--- src/rtl/demux_reg_if.sv ---
// Bundle of the demux_reg producer, consumer and status signals.
// Latency: n/a (wiring only).
// Backpressure: in_ready toward the producer, saida_ack from the consumers.
interface demux_reg_if #(
   parameter int WIDTH = 8,
   parameter int SEL_W = 2
);
   localparam int N = 1 << SEL_W;

   logic [WIDTH-1:0]   entrada;
   logic [SEL_W-1:0]   chave;
   logic               modo;
   logic               in_valid;
   logic               in_ready;
   logic [N*WIDTH-1:0] saida;
   logic [N-1:0]       saida_valid;
   logic [N-1:0]       saida_ack;
   logic [SEL_W-1:0]   ptr;
   logic [7:0]         contador;

   // Producer/consumer side (drives words and acks).
   modport master (
      output entrada, chave, modo, in_valid, saida_ack,
      input  in_ready, saida, saida_valid, ptr, contador
   );

   // Demultiplexer side.
   modport slave (
      input  entrada, chave, modo, in_valid, saida_ack,
      output in_ready, saida, saida_valid, ptr, contador
   );
endinterface

--- src/rtl/demux_reg.sv ---
// Registered 1-to-N demux: steers one word into a held slot chosen by chave or a round-robin ptr.
// Latency: 1 cycle from accept to the word showing on its slot.
// Backpressure: in_ready drops when the target slot is full and not being acked this cycle.
module demux_reg #(
   parameter int WIDTH = 8,
   parameter int SEL_W = 2
) (
   input  logic         clk,
   input  logic         reset,
   demux_reg_if.slave   bus
);
   localparam int N = 1 << SEL_W;

   logic [N-1:0][WIDTH-1:0] data_q, data_d;
   logic [N-1:0]            vld_q, vld_d;
   logic [SEL_W-1:0]        ptr_q, ptr_d;
   logic [7:0]              cnt_q, cnt_d;
   logic [SEL_W-1:0]        tgt;
   logic                    in_ready;
   logic                    accept;

   // A full slot can still take a word when its consumer drains it in the same cycle.
   assign tgt      = bus.modo ? ptr_q : bus.chave;
   assign in_ready = ~vld_q[tgt] | bus.saida_ack[tgt];
   assign accept   = bus.in_valid & in_ready;

   assign bus.in_ready    = in_ready;
   assign bus.saida       = data_q;
   assign bus.saida_valid = vld_q;
   assign bus.ptr         = ptr_q;
   assign bus.contador    = cnt_q;

   // Next state: acks clear valids (data kept), then an accept fills the target slot.
   always_comb begin
      data_d = data_q;
      vld_d  = vld_q & ~bus.saida_ack;
      ptr_d  = ptr_q;
      cnt_d  = cnt_q;
      if (accept) begin
         data_d[tgt] = bus.entrada;
         vld_d[tgt]  = 1'b1;
         cnt_d       = cnt_q + 8'd1;
         if (bus.modo) begin
            ptr_d = ptr_q + SEL_W'(1);
         end
      end
   end

   // All held state, cleared immediately by reset.
   always_ff @(posedge clk or posedge reset) begin
      if (reset) begin
         data_q <= '0;
         vld_q  <= '0;
         ptr_q  <= '0;
         cnt_q  <= '0;
      end else begin
         data_q <= data_d;
         vld_q  <= vld_d;
         ptr_q  <= ptr_d;
         cnt_q  <= cnt_d;
      end
   end
endmodule

--- src/flat_wrapper.sv ---
// flat-port wrapper written by rule: the top's interface ports become plain ports
module demux_reg_flat 
#(
   parameter int WIDTH = 8,
   parameter int SEL_W = 2
)
  (clk, reset, bus_entrada, bus_chave, bus_modo, bus_in_valid, bus_saida_ack, bus_in_ready, bus_saida, bus_saida_valid, bus_ptr, bus_contador);
  demux_reg_if #(.WIDTH(WIDTH), .SEL_W(SEL_W)) bus_i ();
  input  logic clk;
  input  logic reset;
  input wire logic [$bits(bus_i.entrada)-1:0] bus_entrada;
  input wire logic [$bits(bus_i.chave)-1:0] bus_chave;
  input wire logic [$bits(bus_i.modo)-1:0] bus_modo;
  input wire logic [$bits(bus_i.in_valid)-1:0] bus_in_valid;
  input wire logic [$bits(bus_i.saida_ack)-1:0] bus_saida_ack;
  output wire logic [$bits(bus_i.in_ready)-1:0] bus_in_ready;
  output wire logic [$bits(bus_i.saida)-1:0] bus_saida;
  output wire logic [$bits(bus_i.saida_valid)-1:0] bus_saida_valid;
  output wire logic [$bits(bus_i.ptr)-1:0] bus_ptr;
  output wire logic [$bits(bus_i.contador)-1:0] bus_contador;
  assign bus_i.entrada = bus_entrada;
  assign bus_i.chave = bus_chave;
  assign bus_i.modo = bus_modo;
  assign bus_i.in_valid = bus_in_valid;
  assign bus_i.saida_ack = bus_saida_ack;
  assign bus_in_ready = bus_i.in_ready;
  assign bus_saida = bus_i.saida;
  assign bus_saida_valid = bus_i.saida_valid;
  assign bus_ptr = bus_i.ptr;
  assign bus_contador = bus_i.contador;
  demux_reg #(.WIDTH(WIDTH), .SEL_W(SEL_W)) u_core (.clk(clk), .reset(reset), .bus(bus_i));
endmodule
--- config.mk ---
export PLATFORM = sky130hd
export DESIGN_NAME = demux_reg_flat
export DESIGN_NICKNAME = d
export VERILOG_FILES = /design/src/rtl/demux_reg_if.sv /design/src/rtl/demux_reg.sv /design/src/flat_wrapper.sv
export SDC_FILE = /design/constraint.sdc
export NUM_CORES = 1
export LEC_CHECK = 0
export CAP_MARGIN = 20
export CORE_MARGIN = 1
export CORE_UTILIZATION = 25
export DETAILED_ROUTE_END_ITERATION = 8
export DONT_BUFFER_PORTS = 1
export SYNTH_ARGS = -nofsm -noshare
export SYNTH_HDL_FRONTEND = slang
export SYNTH_SLANG_ARGS = --single-unit
export TNS_END_PERCENT = 100
--- constraint.sdc ---
create_clock -name clk -period 2.2 [get_ports clk]
set_input_delay 0.33 -clock clk [delete_from_list [all_inputs] [get_ports clk]]
set_output_delay 0.33 -clock clk [all_outputs]
set_load 0.01 [all_outputs]
== After elaboration in Yosys (flattened, before gate mapping) ==
Index checks and enable logic that the tools add are counted.

* Add/subtract/negate cells: 2
* $lt $le $gt $ge: 2
* Multiplexer cells: 11
* Bitwise logic cells: 6
* Reductions and logical operators: 2

{| class="wikitable"
|+ Operators by type and width
! operator !! count
|-
| bitwise mux 32 bit || 1
|-
| demux 8 bit (select 2 bit) || 1
|-
| adder 8 x 1 -> 8 bit, second input constant || 1
|-
| two-way mux 8 bit || 1
|-
| bitwise AND 4 bit || 1
|-
| binary-select mux 1 bit (select 2 bit) || 2
|-
| two-way mux 4 bit || 1
|-
| NOT 4 bit || 1
|-
| OR 4 bit || 1
|-
| less-than comparator 2 x 3 -> 1 bit, second input constant || 1
|-
| two-way mux 1 bit || 3
|-
| adder 2 x 1 -> 2 bit, second input constant || 1
|-
| demux 1 bit (select 2 bit) || 1
|-
| >= comparator 2 x 1 -> 1 bit, second input constant || 1
|-
| two-way mux 2 bit || 1
|-
| AND reduction 2 bit || 1
|-
| bitwise AND 1 bit || 1
|-
| logical AND 1 bit || 1
|-
| NOT 1 bit || 1
|-
| OR 1 bit || 1
|}

* Register bits after elaboration: 46
* Output and inout port bits: 47
* Logic and storage cells: 30

== Logic depth before layout (Yosys ltp) ==
* Depth in word-level cells: 7
* Mapped depth: 5
* Mapped depth without buffers: 5

== Least setup slack after synthesis ==
Ideal clock, no wire load.

* Kind: flip-flop to flip-flop
* From: register u_core.ptr_q[1] (netlist: u_core.bus.ptr[1])
* To: register u_core.cnt_q[1] (netlist: u_core.bus.contador[1])
* Setup time: 0.125 ns
* Arrival: 1.601 ns
* Required time: 2.075 ns
* Slack: 0.475 ns
* Cell stages (with the launch flop): 5
* Path buffers: 0
* Clock period less this slack: 1.725 ns
* Cell sequence: dfrtp_1 > mux2i_2 > mux2_4 > nand2b_4 > mux2_2

* Cells in the longest elaborated chain, start to end: 6
* Elaborated cells between the ends (all ways): 8
* Classes of those cells: 5 x mux; 3 x bitwise

{| class="wikitable"
|+ Ends and longest elaborated chain
! element !! line !! RTL
|-
| start: declaration || demux_reg.sv:16 || <nowiki>logic [SEL_W-1:0] ptr_q, ptr_d;</nowiki>
|-
| start signal: assignment || demux_reg.sv:59 || <nowiki>ptr_q <= ptr_d;</nowiki>
|-
| two-way mux 2 bit * || demux_reg.sv:23 || <nowiki>assign tgt = bus.modo ? ptr_q : bus.chave;</nowiki>
|-
| binary-select mux 1 bit (select 2 bit) || demux_reg.sv:24 || <nowiki>assign in_ready = ~vld_q[tgt] | bus.saida_ack[tgt];</nowiki>
|-
| two-way mux 1 bit (implied by the code) || demux_reg.sv:24 ||
|-
| NOT 1 bit || demux_reg.sv:24 ||
|-
| OR 1 bit * || demux_reg.sv:24 ||
|-
| bitwise AND 1 bit * || demux_reg.sv:25 || <nowiki>assign accept = bus.in_valid & in_ready;</nowiki>
|-
| end signal: assignment || demux_reg.sv:60 || <nowiki>cnt_q <= cnt_d;</nowiki>
|-
| end: declaration || demux_reg.sv:17 || <nowiki>logic [7:0] cnt_q, cnt_d;</nowiki>
|}

Every way passes the cells marked *; elsewhere a longest branch is shown, timed or not. The select of a mux whose other input is x is not followed.
A chain may end at the register's enable or synchronous reset.

== Worst setup path after layout ==
* From: register u_core.ptr_q[1] (netlist: u_core.bus.ptr[1])
* To: output port bus_in_ready

* Cells in the longest elaborated chain, start to end: 5
* Elaborated cells between the ends (all ways): 7
* Classes of those cells: 5 x mux; 2 x bitwise

{| class="wikitable"
|+ Ends and longest elaborated chain
! element !! line !! RTL
|-
| two-way mux 2 bit * || demux_reg.sv:23 ||
|-
| binary-select mux 1 bit (select 2 bit) || demux_reg.sv:24 ||
|-
| two-way mux 1 bit (implied by the code) || demux_reg.sv:24 ||
|-
| NOT 1 bit || demux_reg.sv:24 ||
|-
| OR 1 bit * || demux_reg.sv:24 ||
|-
| end: declaration || flat_wrapper.sv:16 || <nowiki>output wire logic [$bits(bus_i.in_ready)-1:0] bus_in_ready;</nowiki>
|}

Marked as above.

==> flow_summary.yaml <==
outcome:
  run_status: "finished, final reports clean"
detailed_routing:
  routed_vias_inst: 4.418
  drtPass1Iterations: 4
  route.vias.total: 1056
  final_antenna_net_count: 0
  drc: 0
  detail_route.wirelength_um: 4091
  wl_per_cell_um: 17.12
  detail_route.iter0.violations: 42
timing:
  maxClockFrequency_mhz: 510.7
  unrepaired_setup_endpoints_after_global_routing: "false"
  timing_worst_slew_pin_value_ps: 503.8
  worst_hold_slack_ps: 171.0
  drv_slew: 0
  setup_total_negative_slack_ps: 0
  finalSetupViolations: 0
  clock-skew-final_ps: 6.935
  slew_headroom: 0.6636
  period_minus_slack_ps: 1958
  final.setup.worst_slack_ps: 242.0
  timing.final.crit_share: 0.8900
  final-hold-violation-count: 0
cells_and_area:
  multi_input_comb_area_um2: 777.0
  register_area_um2: 1151
  fillers: 762
  drive_above_1_share: 0.4000
  layout-area-overhead-vs-synth_pct: 12.64
  fin_cells: 239
  antennaDiodeCount: 0
  final_design_area_no_fill_um2: 2186
  finalNetCount: 158
setup_path:
  start_kind: "flop"
  setup.worst_path.class: "reg2out"
  timing.critical_path.arrival_ps: 1630
  worst_r2r_path_depth: 5
  critPathRequiredTime_ps: 1870
  cp-end-kind: "primary output"
  critical_path.max_fanout: 8
clock_tree:
  tritoncts_buffer_count: 5
  ctsHtreeMaxLevel: 2
  post_cts_resize_count: 0
  clock_net_sink_count: 46
  root_buf_cell: "sky130_fd_sc_hd__clkbuf_8"
  clk_pin_slew_worst_paths_ps: 90
  worstSkewPairLatency_ps: 300
  ctsLongestPathBuffers: 2
  tritoncts_clock_tree: "built"
die:
  die_y_um: 90.11
  number_of_placed_i_o_pins: 65
  placementRows: 31
  die-width_um: 90.11
  die_area_um2: 8119
  placeableCoreArea_um2: 7370
  floorplan.initialDensity: 0.2633
placed_design:
  post-place-cells: 230
  io_buffers: 0
  gp_weighted_congestion: 0.7300
  placed_cell_area_um2: 2090
  detailed_place_hpwl_um: 2900
  post-place-ws_ps: 420.1
logic_synthesis:
  synth.largest_area_cell: "sky130_fd_sc_hd__dfrtp_1"
  synthesis.area_per_instance_um2: 15.16
  postSynthRegisterBits: 46
  syn-cell-area_um2: 1941
  synth-seq-area-share: 0.5932
  post_synth_num_cell_types: 24
  synth.area.top_cells: "sky130_fd_sc_hd__dfrtp_1 (59%), sky130_fd_sc_hd__mux2_2 (20%), sky130_fd_sc_hd__xor2_1 (2.7%)"
  post_synth_inst_count: 128
  share_of_the_synthesized_area_in_the_top_cell_type: 0.5932
  ys_warn_count: 0
  synth_nets: 147
power_and_ir_drop:
  vdd_ir_drop_max_mv: 0.4718
  power.leakage_nw: 0.9582
  switching_share: 0.3654
  clock_power_share: 0.177
  power.density_cell_area_nw_per_um2: 1340
  pwr-share-seq: 0.597
  switching_power_mw: 1.071
  cell_internal_pwr_mw: 1.859
  combPwrFrac: 0.227
grt:
  globalRoute.totalOverflow: 0
  grt_antenna_before_repair: 0
  first_pass_grt_wire_length_um: 6548
  grt_pass1_vias: 1174
  grt_max_degree: 25
  gr-usage-all-layers: 0.1073
worst_hold_path:
  cell_depth_of_the_worst_min_delay_path: 2
  hold_class: "in2reg"
job:
  max-cap-violations: 0
-- path summary, 6_finish.rpt --
check	slack [ps]	end	startpoint
setup / recovery	240	bus_in_ready	u_core.bus.ptr[1]$_DFFE_PP0P_
hold / removal	170	u_core.bus.contador[0]$_DFFE_PP0P_	bus_in_valid
setup reg to reg	410	u_core.bus.contador[1]$_DFFE_PP0P_	u_core.bus.ptr[0]$_DFFE_PP0P_
hold reg to reg	540	u_core.bus.contador[7]$_DFFE_PP0P_	u_core.bus.contador[7]$_DFFE_PP0P_
max in group asynchronous	980	u_core.bus.saida[14]$_DFFE_PP0P_	reset
min in group asynchronous	510	u_core.bus.contador[6]$_DFFE_PP0P_	reset
-- cells in the mapped netlist --
| cell | instances |
|---|---|
| sky130_fd_sc_hd__buf_2 | 1 |
| sky130_fd_sc_hd__xor2_1 | 6 |
| sky130_fd_sc_hd__o21ai_0 | 1 |
| sky130_fd_sc_hd__ha_1 | 1 |
| sky130_fd_sc_hd__mux2_2 | 34 |
| sky130_fd_sc_hd__dfrtp_1 | 46 |
| sky130_fd_sc_hd__mux2_4 | 1 |
| sky130_fd_sc_hd__nor2_1 | 2 |
| sky130_fd_sc_hd__nand3_1 | 2 |
| sky130_fd_sc_hd__nand2_1 | 9 |
| sky130_fd_sc_hd__o31ai_1 | 1 |
| sky130_fd_sc_hd__nor3b_1 | 1 |
| sky130_fd_sc_hd__mux2i_1 | 4 |
| sky130_fd_sc_hd__nand4_2 | 2 |
| sky130_fd_sc_hd__nand2b_4 | 1 |
| sky130_fd_sc_hd__nor4b_4 | 1 |
| sky130_fd_sc_hd__mux2i_2 | 1 |
| sky130_fd_sc_hd__nor4_4 | 1 |
| sky130_fd_sc_hd__xnor2_1 | 2 |
| sky130_fd_sc_hd__nor3_1 | 2 |
| sky130_fd_sc_hd__nand4b_2 | 2 |
| sky130_fd_sc_hd__nand2b_1 | 4 |
| sky130_fd_sc_hd__inv_1 | 2 |
| sky130_fd_sc_hd__mux2i_4 | 1 |
-- cells in the final DEF, fill, tap and decap left out, drive strengths merged, types with 4 or more instances in the layout --
cell and instances:
dfrtp 46, mux2 35, nand2 9, xor2 6, clkbuf 6, mux2i 6, nand2b 5, buf 4
-- power groups by stage --
| stage | registers (mW) | clock network, mW | logic (mW) |
|---|---|---|---|
| 6_report | 1.75 | 0.517 | 0.665 |
| 5_1_grt | 1.81 | 0.583 | 0.738 |
| 4_1_cts | 1.76 | 0.546 | 0.680 |
| 3_5_place_dp | 1.77 | 0 | 0.676 |
| 3_3_place_gp | 1.76 | 0 | 0.651 |
| 2_1_floorplan | 1.67 | 0 | 0.567 |
-- worst max-delay path: stages (launching register included) --
cell	delay (ps)
sky130_fd_sc_hd__dfrtp_1	460
sky130_fd_sc_hd__mux2i_2	360
sky130_fd_sc_hd__mux2_4	400
sky130_fd_sc_hd__inv_1	110
-- through the flow --
step	total power, mW	utilization
detailed placement	2.450	0.2835
global placement	2.414	0.2835
global route	3.127	0.2966
finish	2.930	0.2966
floorplan	2.235	-
CTS	2.986	0.2966
-- cells by family (layout without fill, tap and decap cells) --
family	count (synthesis)	after routing	synth area share
flip-flops	46	46	0.5932
multiplexers	41	41	0.2444
AND/OR/NAND/NOR	27	27	0.1070
XOR/XNOR	8	8	0.03611
buffers and inverters	3	15	0.006446
AO/OA/AOI/OAI	2	2	0.006446
adder cells (fa/ha/maj)	1	1	0.006446
-- flip-flops by register name, indices dropped and copies added (netlist names) --
name                    cells
u_core.bus.saida_valid      4
u_core.bus.contador         8
u_core.bus.ptr              2
u_core.bus.saida           32
-- what timing repair did --
action / 4_1_cts / 5_1_grt
hold buffers: 1 / 0
buffers inserted: 0 / 0
hold endpoints to repair: 22 / 0
-- metal layers --
metal | vias up | routed length [um] | GRT usage
met5 | - | 0 | 0
met4 | 0 | 40 | 0.03629
met3 | 5 | 407 | 0.05838
met2 | 51 | 1961 | 0.1705
met1 | 533 | 1683 | 0.1221
li1 | 467 | - | -
-- cell type report --
type | count | area share
clock buffers | 6 | 0.03320
flip-flops and latches | 46 | 0.5266
repair buffers | 5 | 0.01832
multi-input cells | 79 | 0.3555
well taps | 99 | 0.05667
inverters | 2 | 0.003434
clock inverters | 2 | 0.006296
Note: power is estimated with default switching activity, not from simulation.
